--- config.mk ---
export PLATFORM = sky130hd
export DESIGN_NAME = write_nalu
export DESIGN_NICKNAME = d
export VERILOG_FILES = /design/src/rtl/nalu_pkg.sv /design/src/rtl/nalu_epb_insert.sv /design/src/rtl/write_nalu.sv
export SDC_FILE = /design/constraint.sdc
export NUM_CORES = 1
export LEC_CHECK = 0
export CAP_MARGIN = 0
export CORE_ASPECT_RATIO = 0.6
export CORE_MARGIN = 3
export CORE_UTILIZATION = 50
export DETAILED_ROUTE_END_ITERATION = 12
export PLACE_DENSITY = 0.82
export SETUP_SLACK_MARGIN = 0.4
export SYNTH_ARGS = -nofsm -noshare
export SYNTH_HDL_FRONTEND = slang
export SYNTH_HIERARCHICAL = 1
export SYNTH_SLANG_ARGS = --single-unit
export TNS_END_PERCENT = 50
--- constraint.sdc ---
create_clock -name clk -period 2.28 [get_ports clk]
set_clock_uncertainty 0.1 [all_clocks]
set_input_delay 0.57 -clock clk [delete_from_list [all_inputs] [get_ports clk]]
set_output_delay 0.57 -clock clk [all_outputs]
set_load 0.01 [all_outputs]
--- src/rtl/nalu_pkg.sv ---
// Constants, state encoding and small helpers shared by the Annex-B NAL unit
// reader and writer.
package nalu_pkg;

  localparam int RBSP_W = 9;

  localparam logic [23:0] SC_SHORT = 24'h000001;
  localparam logic [31:0] SC_LONG  = 32'h00000001;
  localparam logic [7:0]  SC_ZERO  = SC_LONG[31:24];
  localparam logic [7:0]  SC_ONE   = SC_LONG[7:0];
  localparam logic [7:0]  EPB_BYTE = 8'h03;

  localparam logic [4:0] NAL_TYPE_SLICE = 5'd1;
  localparam logic [4:0] NAL_TYPE_IDR   = 5'd5;
  localparam logic [4:0] NAL_TYPE_SPS   = 5'd7;
  localparam logic [4:0] NAL_TYPE_PPS   = 5'd8;

  localparam logic [7:0] NAL_FORBIDDEN_MASK = 8'h80;
  localparam logic [1:0] ZC_SAT             = 2'd2;

  localparam logic [2:0] ST_IDLE = 3'd0;
  localparam logic [2:0] ST_SC   = 3'd1;
  localparam logic [2:0] ST_HDR  = 3'd2;
  localparam logic [2:0] ST_PAY  = 3'd3;
  localparam logic [2:0] ST_TAIL = 3'd4;

  function automatic logic [7:0] nal_hdr_byte(input logic [1:0] ref_idc,
                                              input logic [4:0] unit_type);
    return {1'b0, ref_idc, unit_type};
  endfunction

  // Parameter sets (SPS/PPS) get the 4-byte start code so they can open an access unit.
  function automatic logic use_long_sc(input logic long_all, input logic [4:0] unit_type);
    return long_all || (unit_type == NAL_TYPE_SPS) || (unit_type == NAL_TYPE_PPS);
  endfunction

  function automatic logic [1:0] zc_next(input logic [1:0] zc, input logic [7:0] b);
    logic [1:0] r;
    if (b != 8'h00) begin
      r = 2'd0;
    end else if (zc == ZC_SAT) begin
      r = ZC_SAT;
    end else begin
      r = zc + 2'd1;
    end
    return r;
  endfunction

endpackage

--- src/rtl/nalu_epb_insert.sv ---
// Payload zero-run tracking, emulation-prevention insertion and the single
// output byte register shared by every writer state.
module nalu_epb_insert
  import nalu_pkg::*;
(
  input  logic              clk,
  input  logic              rst_n,
  input  logic              ena_i,
  input  logic              pay_i,
  input  logic              zc_clr_i,
  input  logic              ctl_load_i,
  input  logic [7:0]        ctl_byte_i,
  input  logic              ctl_last_i,
  input  logic [RBSP_W-1:0] rbsp_data_i,
  input  logic              rbsp_valid_i,
  output logic              rbsp_ready_o,
  output logic              accept_o,
  input  logic              stream_ready_i,
  output logic [7:0]        stream_data_o,
  output logic              stream_valid_o,
  output logic              load_ok_o,
  output logic              xfer_o,
  output logic              occupied_o,
  output logic              last_o
);

  logic [1:0] zc_q, zc_d;
  logic [7:0] data_q, data_d;
  logic       valid_q, valid_d;
  logic       last_q, last_d;
  logic       need_epb_s;
  logic       load_s;

  assign load_ok_o  = ena_i && (!valid_q || stream_ready_i);
  assign xfer_o     = ena_i && valid_q && stream_ready_i;
  assign need_epb_s = pay_i && rbsp_valid_i && (zc_q == ZC_SAT) && (rbsp_data_i[7:0] <= EPB_BYTE);

  assign rbsp_ready_o   = pay_i && !need_epb_s && load_ok_o;
  assign accept_o       = rbsp_ready_o && rbsp_valid_i;
  assign stream_data_o  = data_q;
  assign stream_valid_o = valid_q && ena_i;
  assign occupied_o     = valid_q;
  assign last_o         = last_q;

  // A final RBSP byte of 0x00 is not the last output byte: a trailing 0x03 follows it.
  always_comb begin
    load_s = 1'b0;
    data_d = data_q;
    last_d = last_q;
    zc_d   = zc_q;
    if (pay_i) begin
      if (need_epb_s && load_ok_o) begin
        load_s = 1'b1;
        data_d = EPB_BYTE;
        last_d = 1'b0;
        zc_d   = 2'd0;
      end else if (accept_o) begin
        load_s = 1'b1;
        data_d = rbsp_data_i[7:0];
        last_d = rbsp_data_i[8] && (rbsp_data_i[7:0] != 8'h00);
        zc_d   = zc_next(zc_q, rbsp_data_i[7:0]);
      end else begin
        load_s = 1'b0;
      end
    end else if (ctl_load_i) begin
      load_s = 1'b1;
      data_d = ctl_byte_i;
      last_d = ctl_last_i;
      zc_d   = zc_clr_i ? 2'd0 : zc_q;
    end else begin
      load_s = 1'b0;
    end
    if (load_s) begin
      valid_d = 1'b1;
    end else if (xfer_o) begin
      valid_d = 1'b0;
    end else begin
      valid_d = valid_q;
    end
  end

  always_ff @(posedge clk or negedge rst_n) begin
    if (!rst_n) begin
      zc_q    <= 2'd0;
      data_q  <= 8'h00;
      valid_q <= 1'b0;
      last_q  <= 1'b0;
    end else begin
      zc_q    <= zc_d;
      data_q  <= data_d;
      valid_q <= valid_d;
      last_q  <= last_d;
    end
  end

endmodule

--- src/rtl/write_nalu.sv ---
// Annex-B NAL unit writer: start code, header byte, then RBSP payload with
// emulation prevention, written byte-by-byte to an incrementing address.
module write_nalu
  import nalu_pkg::*;
#(
  parameter bit ALWAYS_LONG_SC = 1'b0,
  parameter int ADDR_W         = 32
)(
  input  logic              clk,
  input  logic              rst_n,
  input  logic              ena,
  input  logic              nal_start,
  input  logic [4:0]        nal_unit_type,
  input  logic [1:0]        nal_ref_idc,
  input  logic [RBSP_W-1:0] rbsp_data_in,
  input  logic              rbsp_valid_in,
  output logic              rbsp_ready_out,
  output logic [7:0]        stream_data_out,
  output logic              stream_valid_out,
  input  logic              stream_ready_in,
  output logic [ADDR_W-1:0] stream_mem_addr,
  output logic              busy,
  output logic              nal_done
);

  logic [2:0]        state_q, state_d;
  logic [7:0]        hdr_q, hdr_d;
  logic [1:0]        sc_cnt_q, sc_cnt_d;
  logic [ADDR_W-1:0] addr_q;
  logic [1:0]        sc_zeros_s;
  logic              load_ok_s, xfer_s, accept_s, occupied_s, last_s;
  logic              pay_s, ctl_load_s, ctl_last_s, zc_clr_s;
  logic [7:0]        ctl_byte_s;

  assign sc_zeros_s = use_long_sc(ALWAYS_LONG_SC, hdr_q[4:0]) ? 2'd3 : 2'd2;

  always_ff @(posedge clk or negedge rst_n) begin
    if (!rst_n) begin
      state_q  <= ST_IDLE;
      hdr_q    <= 8'h00;
      sc_cnt_q <= 2'd0;
    end else begin
      state_q  <= state_d;
      hdr_q    <= hdr_d;
      sc_cnt_q <= sc_cnt_d;
    end
  end

  always_comb begin
    state_d  = state_q;
    hdr_d    = hdr_q;
    sc_cnt_d = sc_cnt_q;
    case (state_q)
      ST_IDLE: begin
        if (nal_start && ena) begin
          hdr_d    = nal_hdr_byte(nal_ref_idc, nal_unit_type);
          sc_cnt_d = 2'd0;
          state_d  = ST_SC;
        end else begin
          state_d = ST_IDLE;
        end
      end
      ST_SC: begin
        if (load_ok_s && (sc_cnt_q == sc_zeros_s)) begin
          state_d = ST_HDR;
        end else if (load_ok_s) begin
          sc_cnt_d = sc_cnt_q + 2'd1;
        end else begin
          state_d = ST_SC;
        end
      end
      ST_HDR: begin
        state_d = load_ok_s ? ST_PAY : ST_HDR;
      end
      ST_PAY: begin
        if (accept_s && rbsp_data_in[8]) begin
          state_d = (rbsp_data_in[7:0] == 8'h00) ? ST_TAIL : ST_IDLE;
        end else begin
          state_d = ST_PAY;
        end
      end
      ST_TAIL: begin
        state_d = load_ok_s ? ST_IDLE : ST_TAIL;
      end
      default: begin
        state_d = ST_IDLE;
      end
    endcase
  end

  always_comb begin
    pay_s      = 1'b0;
    ctl_load_s = 1'b0;
    ctl_byte_s = SC_ZERO;
    ctl_last_s = 1'b0;
    zc_clr_s   = 1'b0;
    case (state_q)
      ST_SC: begin
        ctl_load_s = load_ok_s;
        ctl_byte_s = (sc_cnt_q == sc_zeros_s) ? SC_ONE : SC_ZERO;
      end
      ST_HDR: begin
        ctl_load_s = load_ok_s;
        ctl_byte_s = hdr_q;
        zc_clr_s   = 1'b1;
      end
      ST_PAY: begin
        pay_s = 1'b1;
      end
      ST_TAIL: begin
        ctl_load_s = load_ok_s;
        ctl_byte_s = EPB_BYTE;
        ctl_last_s = 1'b1;
      end
      default: begin
        pay_s = 1'b0;
      end
    endcase
  end

  nalu_epb_insert u_epb (
    .clk            (clk),
    .rst_n          (rst_n),
    .ena_i          (ena),
    .pay_i          (pay_s),
    .zc_clr_i       (zc_clr_s),
    .ctl_load_i     (ctl_load_s),
    .ctl_byte_i     (ctl_byte_s),
    .ctl_last_i     (ctl_last_s),
    .rbsp_data_i    (rbsp_data_in),
    .rbsp_valid_i   (rbsp_valid_in),
    .rbsp_ready_o   (rbsp_ready_out),
    .accept_o       (accept_s),
    .stream_ready_i (stream_ready_in),
    .stream_data_o  (stream_data_out),
    .stream_valid_o (stream_valid_out),
    .load_ok_o      (load_ok_s),
    .xfer_o         (xfer_s),
    .occupied_o     (occupied_s),
    .last_o         (last_s)
  );

  always_ff @(posedge clk or negedge rst_n) begin
    if (!rst_n) begin
      addr_q <= {ADDR_W{1'b0}};
    end else if (xfer_s) begin
      addr_q <= addr_q + {{(ADDR_W-1){1'b0}}, 1'b1};
    end else begin
      addr_q <= addr_q;
    end
  end

  assign stream_mem_addr = addr_q;
  assign busy            = (state_q != ST_IDLE) || occupied_s;
  assign nal_done        = xfer_s && last_s;

endmodule

==> flow_summary_export.csv <==
group,metric,value,unit
placed_design,gp_congestion,0.864,
cells_and_area,fillers,290,
synth,yosys_most_used_dff,"dfrtp_1",
global_route,grt_max_degree,57,
synth,asyncSetResetFlopFracSynth,1.00,
synth,synth_cell_types,51,
drt,routed_via_density,5.69,
run,maxCapViolations,0,
synth,avgSynthCellArea,9.99,µm²
drt,ant_nets,0,
drt,drtIter0Drc,211,
placed_design,portBuffers,65,
cts,clock_path_buffers,2,
floorplanning,io_pins,66,
floorplanning,dieHeight,64.4,µm
timing,finalMaxSlewViolations,0,
critical_path,cp_top_family,"compound AO/OA/AOI/OAI gates",
drt,vias,2843,
critical_path,crit_type,"reg2reg",
global_route,antenna_found_initial,0,
synth,yosysSeqAreaShare,0.492,
cts,clock_latency,310,ps
timing,setup_violations,0,
power,power_density,829,nW/µm²
timing,layout_min_cycle_time,2130,ps
cells_and_area,nets,447,
critical_path,start_kind,"flop",
synth,synthTopCellsByCount,"dfrtp_1 (56), nand2_1 (47), xnor2_1 (23)",
timing,max_slew.worst_pin.slew,533,ps
cells_and_area,area_growth,53.1,%
drt,wirelength,8920,µm
cts,hold_buffers,0,
cells_and_area,drive_above_1_share,0.307,
critical_path,cp_data_required_time,2390,ps
cts,clkSinkCount,56,
critical_path,worst-path-max-fanout,16,
timing,relSlewSlack,0.644,
critical_path,cpPeakStageDelay,470,ps
global_route,grt_pass1_wl,12100,µm
floorplanning,row_count,20,
critical_path,crit_slowest_cell,"dfrtp_2",
timing,max_freq,470,MHz
global_route,grt_pass1_vias,2472,
floorplanning,dieWidth,103,µm
hold_path,hp-class,"in2async",
synth,synth_area_leaders,"dfrtp_1 (49%), xnor2_1 (7.1%), nand2_1 (6.2%)",
floorplanning,die_area,6660,µm²
cells_and_area,post-route-util,0.825,
timing,tns,0,ps
cts,numCtsBuffers,5,
timing,finalHoldViolCount,0,
floorplanning,coreArea,5280,µm²
drt,met3WireLength,678,µm
power,report.power.total,3.61,mW
cts,path_clk_slew,100,ps
synth,synth_edf_count,0,
synth,synth_warnings,6,
cells_and_area,multi_input_area,1490,µm²
synth,yosysMostFrequentCell,"dfrtp_1",
drt,first_pass_iters,5,
power,leakagePower,2.39,nW
cells_and_area,antenna_cells,0,
synth,ys_ff_latch,56,
synth,synth_nets,310,
critical_path,crit_buf_inv,1,
critical_path,crit_path_end_kind,"flop",
outcome,status,"completed",
power,max-vdd-ir-drop,433,µV
timing,hold_slack,144,ps
drt,drc,0,
drt,top_layer,"met4",
global_route,grt_overflow,0,
synth,netlist_instances,285,
synth,netlist_area,2850,µm²
timing,timing.final.crit_share,0.932,
timing,rsz0062_at_grt,"yes",
cells_and_area,seq_area,1420,µm²
cts,htree_levels,2,
critical_path,crit_arrival,2230,ps
drt,wl_met2,4230,µm
placed_design,placed_area,3790,µm²
global_route,grt.total_usage,0.234,
drt,wl_met1,3700,µm
synth,synth_top_cell_by_area,"dfrtp_1",
floorplanning,initial_core_util,0.539,
synth,synth_top_area_frac,0.492,
cells_and_area,finalInstanceArea,4360,µm²
cts,cts_tree,"yes",
cts,ctsRootBufferMaster,"clkbuf_8",
critical_path,crit_path_cell_trace,"and3b_2 -> buf_8 -> nand4_1 -> a21oi_2 -> nand2_1 -> a221o_1 -> a21o_1",
placed_design,dp_hpwl,5440,µm
drt,wl_per_cell,17.8,µm
[worst reg2reg max path: cells and delay by family, from the launching register on]
| kind | cells | cell delay (ps) |
|---|---|---|
| compound gates | 3 | 690 |
| simple gates | 3 | 580 |
| flops | 1 | 470 |
| buf+inv | 1 | 190 |
[cell families after synthesis]
family | after synthesis | synth area share
buf+inv | 13 | 0.0224
simple gates | 139 | 0.260
xor+xnor | 33 | 0.102
other cells | 1 | 0.00132
mux | 9 | 0.0321
compound gates | 31 | 0.0774
fa+ha+maj | 3 | 0.0132
flops | 56 | 0.492
[power breakdown]
| part | leakage [nW] | total, mW | switching [mW] | internal, mW |
|---|---|---|---|---|
| logic | 1.63 | 1.63 | 0.791 | 0.838 |
| registers | 0.722 | 1.44 | 0.214 | 1.23 |
| clock network | 0.0414 | 0.545 | 0.325 | 0.219 |
[final cells by class]
cell class                      count  area share
Multi-Input combinational cell    217       0.341
Sequential cell                    56       0.326
Timing Repair Buffer              136       0.285
Tap cell                           77      0.0221
Clock buffer                        6      0.0167
Inverter                            6     0.00517
Clock inverter                      2     0.00373
[sequential cells by signal, indices dropped and copies added (netlist names)]
| register | flops |
|---|---|
| stream_mem_addr | 32 |
| sc_cnt_q | 2 |
| u_epb/occupied_o | 1 |
| u_epb/last_o | 1 |
| state_q | 3 |
| u_epb/stream_data_o | 8 |
| u_epb/zc_q | 2 |
| hdr_q | 7 |
[metal layers]
| metal | up-vias | global-route usage |
|---|---|---|
| met3 | 30 | 0.0452 |
| met1 | 1396 | 0.344 |
| met5 | - | 0 |
| met4 | 0 | 0.0630 |
| met2 | 148 | 0.352 |
| li1 | 1269 | - |
[layout by cell type (no fill, tap or decap), drive strengths merged, types with 7 or more instances in the layout]
cell type / netlist / final
xor2: 10 / 10
mux2i: 8 / 8
nand2: 47 / 47
dfrtp: 56 / 56
o21ai: 10 / 10
and2: 9 / 9
buf: 5 / 78
nand3: 18 / 18
nor2: 23 / 23
clkdlybuf4s50: 0 / 27
xnor2: 23 / 23
a21oi: 7 / 7
nand4: 12 / 12
dlymetal6s2s: 0 / 25
[final timing paths]
path	cells past startpoint	to	startpoint	slack, ps
setup / recovery	7	state_q[0]	state_q[2]	150
min in group clk	1	stream_mem_addr[24]	stream_mem_addr[24]	390
setup reg to reg	7	state_q[0]	state_q[2]	150
hold / removal	2	stream_mem_addr[20]	rst_n	140
max in group asynchronous	2	state_q[2]	rst_n	1670
hold reg to reg	1	stream_mem_addr[24]	stream_mem_addr[24]	390
[repair_timing]
item,in CTS,in global routing
setup endpoints to repair,82,71
buffers inserted,10,33
gates resized for setup,47,50
cloned,1,0
pin swaps,8,1
hold endpoints to repair,0,0
[stage by stage]
| step | cells | worst slack [ps] |
|---|---|---|
| final | 500 | 154 |
| after global routing | 500 | 130 |
| after CTS | 467 | 227 |
| after detailed placement | 448 | -493 |
| after global placement | 448 | -453 |
| after floorplan | 285 | 276 |
No activity file was read; power rests on OpenSTA's default activity.
